[config.mk]
export PLATFORM = sky130hd
export DESIGN_NAME = vec_mem_unit
export DESIGN_NICKNAME = d
export VERILOG_FILES = /design/src/rtl/vproc_pkg.sv /design/src/rtl/vec_mem_unit.sv
export SDC_FILE = /design/constraint.sdc
export NUM_CORES = 1
export LEC_CHECK = 0
export CAP_MARGIN = 15
export CORE_ASPECT_RATIO = 0.8
export CORE_MARGIN = 3
export CORE_UTILIZATION = 51
export DETAILED_ROUTE_END_ITERATION = 8
export MAX_ROUTING_LAYER = met4
export PLACE_DENSITY_LB_ADDON = 0.3
export SKIP_CTS_REPAIR_TIMING = 1
export SYNTH_ARGS = -nofsm -noshare
export SYNTH_HDL_FRONTEND = slang
export SYNTH_SLANG_ARGS = --single-unit
export TNS_END_PERCENT = 30
[constraint.sdc]
create_clock -name clk -period 7.7 [get_ports clk]
set_input_delay 1.925 -clock clk [delete_from_list [all_inputs] [get_ports clk]]
set_output_delay 1.925 -clock clk [all_outputs]
set_load 0.05 [all_outputs]
[src/rtl/vproc_pkg.sv]
// Shared types and default sizes for the vector processor execute-stage blocks.
package vproc_pkg;

    localparam int VPU_DATA_W = 8;
    localparam int VPU_LANES  = 4;
    localparam int VPU_ADDR_W = 10;

    typedef enum logic [1:0] {
        MEM_GV = 2'b00,
        MEM_GE = 2'b01,
        MEM_CV = 2'b10,
        MEM_CE = 2'b11
    } mem_op_e;

    typedef enum logic [1:0] {
        IDLE = 2'b00,
        XFER = 2'b01,
        LAST = 2'b10,
        DONE = 2'b11
    } mem_state_e;

    function automatic logic op_is_load(input mem_op_e op);
        return (op == MEM_CV) || (op == MEM_CE);
    endfunction

    function automatic logic op_is_vec(input mem_op_e op);
        return (op == MEM_GV) || (op == MEM_CV);
    endfunction

endpackage

[src/rtl/vec_mem_unit.sv]
// Multi-cycle load/store engine: moves one element per cycle between the
// register files and a single-port synchronous data RAM.
module vec_mem_unit
    import vproc_pkg::*;
#(
    parameter int DATA_W = VPU_DATA_W,
    parameter int LANES  = VPU_LANES,
    parameter int ADDR_W = VPU_ADDR_W
) (
    input  logic                    clk,
    input  logic                    rst,
    input  logic                    cl_mem_st,
    input  logic [1:0]              cl_mem_op,
    input  logic [ADDR_W-1:0]       base_addr,
    input  logic [LANES*DATA_W-1:0] vec_wdata,
    input  logic [DATA_W-1:0]       esc_wdata,
    output logic [ADDR_W-1:0]       ram_addr,
    output logic                    ram_we,
    output logic                    ram_re,
    output logic [DATA_W-1:0]       ram_wdata,
    input  logic [DATA_W-1:0]       ram_rdata,
    output logic [LANES*DATA_W-1:0] vec_rdata,
    output logic [DATA_W-1:0]       esc_rdata,
    output logic                    mem_rdy,
    output logic [1:0]              state_dbg
);

    // Handshake: cl_mem_st is a level request, accepted only in IDLE; it must
    // stay high until mem_rdy pulses for one cycle (in DONE). Dropping it
    // early aborts the operation without a mem_rdy pulse.

    localparam int CNT_W = (LANES > 1) ? $clog2(LANES) : 1;

    mem_state_e              state_q, state_d;
    logic [CNT_W-1:0]        idx_q, idx_d;
    logic [CNT_W-1:0]        last_idx;
    logic [CNT_W-1:0]        cap_lane;
    mem_op_e                 op_q;
    logic [ADDR_W-1:0]       base_q;
    logic [LANES*DATA_W-1:0] vwd_q;
    logic [DATA_W-1:0]       ewd_q;
    logic [LANES*DATA_W-1:0] vec_q;
    logic [DATA_W-1:0]       esc_q;
    logic                    is_load;
    logic                    is_vec;
    logic                    cap_vec;
    logic                    cap_esc;

    assign is_load   = op_is_load(op_q);
    assign is_vec    = op_is_vec(op_q);
    assign last_idx  = is_vec ? CNT_W'(LANES - 1) : '0;
    assign vec_rdata = vec_q;
    assign esc_rdata = esc_q;
    assign state_dbg = state_q;

    always_comb begin
        state_d   = state_q;
        idx_d     = idx_q;
        ram_addr  = '0;
        ram_we    = 1'b0;
        ram_re    = 1'b0;
        ram_wdata = '0;
        mem_rdy   = 1'b0;
        cap_vec   = 1'b0;
        cap_esc   = 1'b0;
        cap_lane  = idx_q - CNT_W'(1);
        case (state_q)
            IDLE: begin
                if (cl_mem_st) begin
                    state_d = XFER;
                    idx_d   = '0;
                end
            end
            XFER: begin
                ram_addr = base_q + ADDR_W'(idx_q);
                if (is_load) begin
                    // Read data lags the address by one cycle, so this cycle
                    // lands the element requested on the previous one.
                    ram_re  = 1'b1;
                    cap_vec = is_vec && (idx_q != '0);
                end else begin
                    ram_we    = 1'b1;
                    ram_wdata = is_vec ? vwd_q[idx_q*DATA_W +: DATA_W] : ewd_q;
                end
                idx_d = idx_q + CNT_W'(1);
                if (idx_q == last_idx) begin
                    state_d = is_load ? LAST : DONE;
                end
                if (!cl_mem_st) begin
                    state_d = IDLE;
                end
            end
            LAST: begin
                if (!cl_mem_st) begin
                    state_d = IDLE;
                end else begin
                    state_d  = DONE;
                    cap_lane = last_idx;
                    cap_vec  = is_vec;
                    cap_esc  = !is_vec;
                end
            end
            DONE: begin
                mem_rdy = 1'b1;
                state_d = IDLE;
            end
            default: state_d = IDLE;
        endcase
    end

    always_ff @(posedge clk) begin
        if (rst) begin
            state_q <= IDLE;
            idx_q   <= '0;
            op_q    <= MEM_GV;
            base_q  <= '0;
            vwd_q   <= '0;
            ewd_q   <= '0;
            vec_q   <= '0;
            esc_q   <= '0;
        end else begin
            state_q <= state_d;
            idx_q   <= idx_d;
            if (state_q == IDLE && cl_mem_st) begin
                op_q   <= mem_op_e'(cl_mem_op);
                base_q <= base_addr;
                vwd_q  <= vec_wdata;
                ewd_q  <= esc_wdata;
            end
            if (cap_vec) begin
                vec_q[cap_lane*DATA_W +: DATA_W] <= ram_rdata;
            end
            if (cap_esc) begin
                esc_q <= ram_rdata;
            end
        end
    end

endmodule

# Word-level counts from Yosys, hierarchy flattened
# Cells that the tools add are included.
op_classes:
  reduce_logical: 11
  add_sub_neg: 4
  shifts: 3
  n_mux: 26
  n_eq_ne: 8
ops:
  columns: ["cell", "count"]
  rows:
  - ["5-bit negator with 34-bit output", 1]
  - ["8-bit by 34-bit variable shift with 32-bit output (first input constant)", 1]
  - ["8-bit by 34-bit indexed part select with 32-bit output", 1]
  - ["32-bit bitwise mux", 1]
  - ["32-bit by 6-bit indexed part select with 8-bit output", 1]
  - ["8-bit 2-to-1 mux", 3]
  - ["2-bit 2-to-1 mux", 8]
  - ["10-bit by 2-bit adder with 10-bit output", 1]
  - ["1-bit 2-to-1 mux", 10]
  - ["10-bit 2-to-1 mux", 1]
  - ["2-bit equality test (second input constant)", 4]
  - ["2-bit one-hot mux with 4 select lines", 1]
  - ["2-bit logical NOT", 2]
  - ["2-bit one-hot mux with 2 select lines", 1]
  - ["2-bit AND reduction", 2]
  - ["2-bit nonzero test", 2]
  - ["3-bit != test (second input constant)", 1]
  - ["2-bit by 1-bit adder with 2-bit output (second input constant)", 1]
  - ["2-bit by 1-bit equality test with 1-bit output (second input constant)", 1]
  - ["2-bit equality test", 1]
  - ["1-bit logical AND", 2]
  - ["1-bit logical OR", 2]
  - ["2-bit != test (second input constant)", 1]
  - ["1-bit one-hot mux with 2 select lines", 1]
  - ["2 further kinds", 2]
word_totals:
  in_bits: 63
  out_inout_bits: 63
  regBits: 96
  elab_cells: 60

# Depth between registers and ports, before layout
# Gate-level depths: netlist of the first run.
depth:
  depth_word: 8
  ltp_mapped: 12

# Worst setup path after synthesis of the first run
# Ideal clock, no wire load.
synth_timing:
  path_kind: "register to output"
  startpoint: "reg idx_q[0]"
  endpoint: "out ram_addr[8]"
  setup_slack_ps: 3239
  stages_incl_launch_ff: 7
  path_buffers: 0
  arrival_time_ps: 2536
  path_cell_list: "dfxtp_1 ha_1 fa_1 and3_1 nand2_1 or3_1 a21boi_0"
synth_between:
  elab_chain_len: 2
synth_lines:
  columns: ["element", "line_no", "text"]
  rows:
  - ["start: declaration", "vec_mem_unit.sv:35", "logic [CNT_W-1:0] idx_q, idx_d;"]
  - ["start signal: assignment", "vec_mem_unit.sv:123", "idx_q <= idx_d;"]
  - ["10-bit by 2-bit adder with 10-bit output", "vec_mem_unit.sv:75", "ram_addr = base_q + ADDR_W'(idx_q);"]
  - ["10-bit 2-to-1 mux", "vec_mem_unit.sv:67", "case (state_q)"]
  - ["end: declaration", "vec_mem_unit.sv:17", "output logic [ADDR_W-1:0] ram_addr,"]
# Every way passes these cells.

# Final worst setup path of the first run
layout_timing:
  startpoint: "reg state_q[1], in the netlist state_dbg[1]"
  endpoint: "out ram_wdata[2]"
layout_between:
  elab_chain_len: 2
layout_lines:
  columns: ["element", "line_no", "text"]
  rows:
  - ["start: declaration", "vec_mem_unit.sv:34", "mem_state_e state_q, state_d;"]
  - ["start signal: assignment", "vec_mem_unit.sv:122", "state_q <= state_d;"]
  - ["2-bit by 1-bit equality test with 1-bit output", "vec_mem_unit.sv:67", null]
  - ["8-bit 2-to-1 mux", "vec_mem_unit.sv:67", null]
  - ["end: declaration", "vec_mem_unit.sv:20", "output logic [DATA_W-1:0] ram_wdata,"]
# Every way passes these cells.

==> results.toml, run 1 <==
[outcome]
status = "complete, no violations"

[place]
place.gp.congestion = 0.858
pre_cts_ws_ns = 2.44
hpwl_mm = 8.00
numPortBuffers = 125

[yosys]
synth_ff_type = "dfxtp_1"
synth_mux_area_share_pct = 4.36
synthesis.nets = 603
synth-compound-area-share_pct = 14.8
synth-xor-area-share_pct = 1.21
avgSynthCellArea_sq_um = 8.24
yosys.area_share.adder_pct = 3.33
yosysWarnings = 0
ys_seq_area_share_pct = 44.1
synth-simple-area-share_pct = 27.4
post_synth_inst_count = 529
synth_top_family_by_area = "simple AND/OR/NAND/NOR gates"
syn_area_sq_mm = 0.00436
synth_seq_cells = 96
yosysUniqueCellTypes = 43
async_reset_ff_share_pct = 0
synth_enable_flop_cells = 0

[cts]
cts-htree-levels = 3
cts_buffers = 9
cts_tree = "yes"
root_buffer = "clkbuf_8"
clockBufferDepth = 2
insertion_delay_ns = 0.37
cts_sinks = 96
path_clk_slew_ns = 0.09

[floorplanning]
ios = 126
die_y_um = 88.7
start_util_pct = 53.6
dieArea_sq_mm = 0.00970
die_x_um = 109
num_rows = 29
core_sq_mm = 0.00813

[sta]
final_max_slew_viol_count = 0
setup_viol = 0
rsz0062_at_grt = "no"
min_period_ns = 5.63
tightest_slew_ns = 0.968
finalWorstSetupSlack_ns = 2.07
hold_viol_final = 0
finalCritPeriodShare_pct = 73.2
fin_tns_setup_ns = 0
fmax_mhz = 178
skew_ns = 0.0139
relSlewSlack_pct = 35.4

[pwr]
p_sw_uw = 298
p_int_uw = 747
sequentialPowerShare_pct = 51.5
power_frac_comb_pct = 16.7
p_sw_share_pct = 28.5
ir_drop_v = 0.000124
p_per_area_mw_per_mm2 = 181
pwr-share-clk_pct = 31.8
leakagePower_nw = 2.11

[setup_path]
path_cells = "inv_1, ha_1, nor2b_1, nor2b_1, nand2_1, nand2_1, clkdlybuf4s50_1"
cp.arrival_ns = 3.71
r2r-start = "idx_q[0]$_SDFFE_PP0P_"
worst_setup_path_end_kind = "output port"
r2r-end = "vec_rdata[25]$_SDFFE_PP0P_"
endpoint = "ram_wdata[2]"
crit_slowest_cell = "clkdlybuf4s50_1"
path_depth = 7
crit_type = "reg -> out"
crit_start = "state_dbg[1]$_SDFFE_PP0P_"
path_buf_inv = 2
critical_path.max_stage_delay_ns = 0.80
rrSetupSlack_ns = 4.59
r2r_cells = 8
crit_family = "simple AND/OR/NAND/NOR gates"
setup.worst_path.start_class = "flip-flop"
critPathMaxFanout = 18
crit_required_ns = 5.78

[job]
maxCapViolations = 0

[global_routing]
grt-ovfl-total = 0
grtUsageTotal_pct = 25.1
grt_max_degree = 102
antenna_found_initial = 0
first_global_vias = 3870
grt_pass1_wl_mm = 18.6

[routing]
vias_per_cell = 5.39
routed_wl_mm = 11.2
first_pass_iters = 5
drt-initial-drc-count = 268
wl_per_cell_um = 15.2
drc = 0
dr_total_vias = 3997
ant_nets = 0

[layout]
diodes = 0
drive_gt1_share_pct = 8.06
fill_cells = 654
synthToLayoutAreaGrowth_pct = 32.7
nets = 702

[hold_path]
hold_path.class = "reg -> reg"
-- cell families after synthesis --
kind of cell,Yosys count
AOI/OAI and AO/OA,109
xor gates and xnor gates,6
adders and majority gates,11
buffers and inverters,49
DFF,96
muxes,9
and+or+nand+nor,249
-- worst register-to-register path: cells and delay by family (launching register included) --
| kind | cells | cell delay (ns) |
|---|---|---|
| adders and majority gates | 2 | 0.73 |
| and+or+nand+nor | 2 | 0.82 |
| buffers and inverters | 2 | 0.25 |
| DFF | 1 | 0.90 |
| AOI/OAI and AO/OA | 2 | 0.33 |
-- cells in the final DEF (no fill, tap or decap), types with 9 or more instances in the layout --
cell,synthesis,routed
and2_1,10,9
clkdlybuf4s50_1,0,124
clkbuf_8,0,9
inv_1,10,10
ha_1,10,10
dfxtp_1,96,96
nand2b_1,20,20
a21oi_1,65,65
nor3b_1,9,9
o21ai_0,19,19
nand3_1,29,29
nand2_1,150,150
-- registers in the layout (all words and copies together) (netlist names) --
register	flops
base_q	10
esc_rdata	8
idx_q	2
vec_rdata	32
state_dbg	2
op_q	2
ewd_q	8
vwd_q	32
-- final cells by class --
cell class | instances | area [sq um] | share of cell area (%)
inverters | 10 | 37.5 | 0.649
multi-input cells | 384 | 2230 | 38.5
well taps | 108 | 135 | 2.33
clock buffers | 9 | 124 | 2.14
repair buffers | 127 | 1260 | 21.8
clock inverters | 7 | 77.6 | 1.34
flip-flops and latches | 96 | 1920 | 33.2
-- metrics by stage --
step | utilization, % | area (sq um) | hold slack [ns] | instances | total power [mW]
after floorplan | - | 4360 | 0.433 | 529 | 0.655
after global placement | 68.7 | 5590 | 0.440 | 725 | 0.718
after detailed placement | 68.7 | 5590 | 0.444 | 725 | 0.724
after CTS | 71.2 | 5790 | 0.456 | 741 | 1.05
after global routing | 71.2 | 5790 | 0.479 | 741 | 1.10
final | 71.2 | 5790 | 0.457 | 741 | 1.05
-- power groups by stage --
| stage | combinational (mW) | clock (mW) | sequential [mW] |
|---|---|---|---|
| final | 0.175 | 0.333 | 0.538 |
| after global routing | 0.193 | 0.364 | 0.542 |
| after CTS | 0.175 | 0.339 | 0.538 |
| after detailed placement | 0.174 | 0 | 0.550 |
| after global placement | 0.170 | 0 | 0.548 |
| after floorplan | 0.111 | 0 | 0.544 |
-- per-layer routing --
metal  global-route usage (%)  share of wire (%)  up-vias
met2                     39.6                 47      139
li1                         -                  -     1988
met5                        -                  0        -
met4                     5.55               0.99        0
met3                     7.15                8.5       12
met1                     32.1                 43     1858
-- worst min path at each step --
stage	startpoint	to	slack, ns	depth (start not counted)
final	vwd_q[18]$_SDFFE_PP0P_	vwd_q[18]$_SDFFE_PP0P_	0.46	2
after detailed placement	vwd_q[16]$_SDFFE_PP0P_	vwd_q[16]$_SDFFE_PP0P_	0.44	2
after global routing	vwd_q[21]$_SDFFE_PP0P_	vwd_q[21]$_SDFFE_PP0P_	0.48	2
after CTS	vwd_q[16]$_SDFFE_PP0P_	vwd_q[16]$_SDFFE_PP0P_	0.46	2
after floorplan	vwd_q[16]$_SDFFE_PP0P_	vwd_q[16]$_SDFFE_PP0P_	0.43	2
after global placement	vwd_q[6]$_SDFFE_PP0P_	vwd_q[6]$_SDFFE_PP0P_	0.44	2
-- Yosys cell counts, drive strengths merged, types with 4 or more instances --
cell type  number  area (sq um)
inv            10          37.5
nand3b         10          95.1
ha             10           125
o21ai          27           165
clkbuf         27           101
nor3b           9          67.6
buf            12          70.1
nand2         151           569
a31o            8          70.1
dfxtp          96          1920
nand2b         20           125
nand3          29           145
mux4            8           180
a211oi          4          45.1
a21oi          65           325
and2           10          62.6
(Power assumes the default switching activity.)
==> inputs of run 2 (changes only) <==
--- a/config.mk
+++ b/config.mk
@@ -8,7 +8,7 @@
 export CAP_MARGIN = 15
 export CORE_ASPECT_RATIO = 0.8
 export CORE_MARGIN = 3
-export CORE_UTILIZATION = 51
+export CORE_UTILIZATION = 48
 export DETAILED_ROUTE_END_ITERATION = 8
 export MAX_ROUTING_LAYER = met4
 export PLACE_DENSITY_LB_ADDON = 0.3
==> constraint.sdc (replaced) <==
create_clock -name clk -period 5.2 [get_ports clk]
set_input_delay 1.3 -clock clk [delete_from_list [all_inputs] [get_ports clk]]
set_output_delay 1.3 -clock clk [all_outputs]
set_load 0.05 [all_outputs]
==> run 2 against run 1 <==
Non-clock buffer count grew 1. Total power rose by 70%. Register-to-register slack worse by 2.4 ns. First-iteration DRC count rose by 4.1%. Worst hold slack got worse by 0.00067 ns. Critical path type unchanged. Wire length up 7.0%. Critical path depth is 1 higher. Worst setup slack worse by 1.5 ns. Clock skew shrank 0.0050 ns. Sequential power rose by 47%. Clock power is 110% higher. Clock-buffer cell count increased by 1.
==> results.toml, run 2 (synthesis results as in run 1) <==
[routing]
vias_per_cell = 5.41
wl_per_cell_um = 16.1
drt-initial-drc-count = 279
dr_total_vias = 4034
wl_met3_um = 829
routed_wl_mm = 12.0
met1_length_mm = 5.24
ant_nets = 0
highest_layer = "met4"
first_pass_iters = 5
met2_length_mm = 5.86
drc = 0

[hold_path]
hold_path.class = "reg -> reg"
worstHoldStart = "vwd_q[20]$_SDFFE_PP0P_"

[cts]
root_buffer = "clkbuf_16"
cts-htree-levels = 3
cts_sinks = 96
clockBufferDepth = 2
path_clk_slew_ns = 0.07
insertion_delay_ns = 0.34
cts_tree = "yes"
cts_buffers = 9

[pwr]
pwr-share-clk_pct = 40.2
ir_drop_v = 0.000208
fin_total_pwr_mw = 1.77
p_sw_uw = 468
p_per_area_mw_per_mm2 = 299
p_sw_share_pct = 26.4
sequentialPowerShare_pct = 44.7
leakagePower_nw = 2.17
power_frac_comb_pct = 15.2
p_int_mw = 1.31

[job]
maxCapViolations = 0

[sta]
rsz0062_at_grt = "no"
relSlewSlack_pct = 36.6
tightest_slew_ns = 0.949
hold_viol_final = 0
skew_ns = 0.00890
final_max_slew_viol_count = 0
hold_slack_ns = 0.456
fmax_mhz = 217
setup_viol = 0
min_period_ns = 4.61
fin_tns_setup_ns = 0
finalCritPeriodShare_pct = 88.7

[floorplanning]
die_x_um = 113
start_util_pct = 50.3
num_rows = 30
dieArea_sq_mm = 0.0103
ios = 126
core_sq_mm = 0.00867
die_y_um = 91.3

[global_routing]
grt_pass1_wl_mm = 19.3
first_global_vias = 3920
grt-ovfl-total = 0
grtUsageTotal_pct = 23.9
antenna_found_initial = 0
grt_max_degree = 54

[setup_path]
critPathMaxFanout = 18
cp.arrival_ns = 3.31
r2r-start = "idx_q[1]$_SDFFE_PP0P_"
setup.worst_path.start_class = "flip-flop"
crit_type = "reg -> out"
crit_start = "state_dbg[1]$_SDFFE_PP0P_"
worst_setup_path_end_kind = "output port"
crit_required_ns = 3.90

[layout]
nets = 703
synthToLayoutAreaGrowth_pct = 35.8
diodes = 0
fill_cells = 760
drive_gt1_share_pct = 8.20
mostFrequentLayoutCell = "nand2_1"
fin_cells = 746
mostFrequentLayoutCells = "nand2_1 (149), clkdlybuf4s50_1 (124), dfxtp_1 (96), a21oi_1 (65), nand3_1 (29)"

[outcome]
status = "complete, no violations"

[place]
place.gp.congestion = 0.871
hpwl_mm = 8.44
numPortBuffers = 125
dp.cells = 730
==> run 2: final timing paths <==
| path | end | slack [ns] | cells after the start |
|---|---|---|---|
| hold / removal | vwd_q[20]$_SDFFE_PP0P_ | 0.46 | 2 |
| setup reg to reg | vec_rdata[17]$_SDFFE_PP0P_ | 2.22 | 9 |
| hold reg to reg | vwd_q[20]$_SDFFE_PP0P_ | 0.46 | 2 |
| setup / recovery | ram_wdata[4] | 0.59 | 8 |
==> run 2: layout make-up <==
type / count / area (sq um) / share of cell area [%]
Inverter: 10 / 37.5 / 0.634
Sequential cell: 96 / 1920 / 32.5
Clock buffer: 10 / 229 / 3.87
Clock inverter: 6 / 91.3 / 1.54
Tap cell: 112 / 140 / 2.37
Multi-Input combinational cell: 384 / 2230 / 37.7
Timing Repair Buffer: 128 / 1270 / 21.4
==> run 2: critical path, cell delays in order, from the launching register on <==
cell             delay (ns)
dfxtp_1                0.35
inv_1                  0.12
ha_1                   0.53
nor2b_1                0.21
buf_4                  0.18
nor2b_1                0.55
nand2_1                0.13
nand2_1                0.10
clkdlybuf4s50_1        0.80
==> run 2: through the flow <==
step	util, %	worst slack [ns]	area [sq um]
detailed placement	64.6	0.947	5600
global route	68.3	0.312	5920
global placement	64.6	1.09	5600
finish	68.3	0.586	5920
CTS	68.3	0.559	5920
floorplan	-	1.36	4360
==> run 2: per-layer routing <==
layer | up-vias | GRT usage (%)
met5 | - | -
met4 | 0 | 4.60
met3 | 9 | 5.73
met2 | 132 | 38.3
met1 | 1910 | 31.0
li1 | 1983 | -
==> run 2: power groups by stage <==
stage | Sequential (mW) | Clock (mW) | Combinational [mW]
floorplan | 0.806 | 0 | 0.165
global placement | 0.806 | 0 | 0.261
detailed placement | 0.808 | 0 | 0.266
CTS | 0.792 | 0.722 | 0.269
global route | 0.796 | 0.753 | 0.292
finish | 0.792 | 0.712 | 0.269
==> inputs of run 3 (changes only) <==
--- a/config.mk
+++ b/config.mk
@@ -7,7 +7,7 @@
 export LEC_CHECK = 0
 export CAP_MARGIN = 15
 export CORE_ASPECT_RATIO = 0.8
-export CORE_MARGIN = 3
+export CORE_MARGIN = 4
 export CORE_UTILIZATION = 48
 export DETAILED_ROUTE_END_ITERATION = 8
 export MAX_ROUTING_LAYER = met4
==> run 3 against run 2 <==
Wire length decreased by 1.5%. First-iteration DRC count rose by 3.6%. Total power shrank 1.5%. Core utilization down 0.072 points. Critical endpoint is now ram_wdata[0]. Largest cell class unchanged. Highest routed layer unchanged.
==> results.toml, run 3 (synthesis results as in run 1) <==
[outcome]
status = "complete, no violations"

[routing]
highest_layer = "met4"
met1_length_mm = 5.21
wl_met3_um = 777
met2_length_mm = 5.68
first_pass_iters = 5
drt-initial-drc-count = 289
vias_per_cell = 5.39
ant_nets = 0
drc = 0
routed_wl_mm = 11.8
dr_total_vias = 4023
wl_per_cell_um = 15.9

[place]
pre_cts_ws_ns = 0.960
place.gp.congestion = 0.861
hpwl_mm = 8.53
numPortBuffers = 125

[pwr]
fin_total_pwr_mw = 1.75
p_sw_uw = 473
p_sw_share_pct = 27.1
power_frac_comb_pct = 15.3
sequentialPowerShare_pct = 45.4
p_per_area_mw_per_mm2 = 295
ir_drop_v = 0.000168
p_int_mw = 1.27
pwr-share-clk_pct = 39.3
leakagePower_nw = 2.17

[setup_path]
crit_family = "buffers and inverters"
crit_slowest_cell = "clkdlybuf4s50_1"
worst_setup_path_end_kind = "output port"
critical_path.max_stage_delay_ns = 0.81
cp.arrival_ns = 3.34
critPathMaxFanout = 18
path_cells = "inv_1, ha_1, nor2b_1, buf_4, nor2b_1, nand2_1, nand2_1, clkdlybuf4s50_1"
setup.worst_path.start_class = "flip-flop"
crit_required_ns = 3.90
path_buf_inv = 3
crit_type = "reg -> out"

[sta]
min_period_ns = 4.64
tightest_slew_ns = 0.968
skew_ns = 0.00800
finalCritPeriodShare_pct = 89.2
relSlewSlack_pct = 35.3
fmax_mhz = 216
hold_slack_ns = 0.457
setup_viol = 0
final_max_slew_viol_count = 0
hold_viol_final = 0
rsz0062_at_grt = "no"
fin_tns_setup_ns = 0
finalWorstSetupSlack_ns = 0.563

[cts]
cts_tree = "yes"
path_clk_slew_ns = 0.07
clockBufferDepth = 2
cts-htree-levels = 3
root_buffer = "clkbuf_16"
cts_sinks = 96
insertion_delay_ns = 0.34
cts_buffers = 9

[global_routing]
grt_pass1_wl_mm = 19.0
grt-ovfl-total = 0
grt_max_degree = 54
first_global_vias = 3937
grtUsageTotal_pct = 22.9
antenna_found_initial = 0

[floorplanning]
core_sq_mm = 0.00867
start_util_pct = 50.3
num_rows = 30
die_x_um = 115
die_y_um = 93.3
dieArea_sq_mm = 0.0107
ios = 126

[layout]
fill_cells = 733
drive_gt1_share_pct = 8.36
register_area_sq_mm = 0.00192
multi_input_area_sq_mm = 0.00223
nets = 703
synthToLayoutAreaGrowth_pct = 35.7
diodes = 0
mostFrequentLayoutCell = "nand2_1"
mostFrequentLayoutCells = "nand2_1 (149), clkdlybuf4s50_1 (124), dfxtp_1 (96), a21oi_1 (65), nand3_1 (29)"

[job]
maxCapViolations = 0

[hold_path]
hold_path.class = "reg -> reg"
-- run 3: per-layer routing --
layer / up-vias / track usage, %
met2: 154 / 36.6
met1: 1865 / 29.2
met5: - / -
li1: 1986 / -
met4: 0 / 7.32
met3: 18 / 4.59
-- run 3: through the flow --
stage                     std cells  instance area, sq um  util, %
after detailed placement        730                  5600     64.6
after CTS                       746                  5920     68.2
after global placement          730                  5600     64.6
final                           746                  5920     68.2
after global routing            746                  5920     68.2
after floorplan                 529                  4360        -
-- run 3: cell type report --
type                       count  share of cell area [%]
sequential                    96                    32.5
clock buffer                  10                    4.04
tap                          112                    2.37
timing repair buffer         128                    21.4
inverter                      10                   0.635
multi-input combinational    384                    37.8
clock inverter                 6                    1.27
-- run 3: final timing paths --
| check | endpoint | start | cells after the start | slack [ns] |
|---|---|---|---|---|
| worst max-delay path | ram_wdata[0] | state_dbg[1]$_SDFFE_PP0P_ | 8 | 0.56 |
| worst min-delay path | vwd_q[25]$_SDFFE_PP0P_ | vwd_q[25]$_SDFFE_PP0P_ | 2 | 0.46 |
| worst max register to register | vec_rdata[9]$_SDFFE_PP0P_ | idx_q[1]$_SDFFE_PP0P_ | 9 | 2.30 |
| worst min register to register | vwd_q[25]$_SDFFE_PP0P_ | vwd_q[25]$_SDFFE_PP0P_ | 2 | 0.46 |
-- run 3: worst reg2reg max path, cell delays in order, from the launching register on --
cell and delay [ns]:
dfxtp_1 0.75, inv_1 0.11, ha_1 0.41, a21oi_1 0.12, inv_1 0.10, ha_1 0.15, inv_1 0.05, a211oi_2 0.75
nor3b_1 0.12, a31o_2 0.25
-- run 3: power by group through the flow --
stage                     logic, mW  clock network [mW]  registers, mW
after floorplan               0.165                   0          0.806
after global placement        0.261                   0          0.806
final                         0.268               0.687          0.793
after CTS                     0.268               0.697          0.792
after detailed placement      0.266                   0          0.808
after global routing          0.292               0.724          0.796
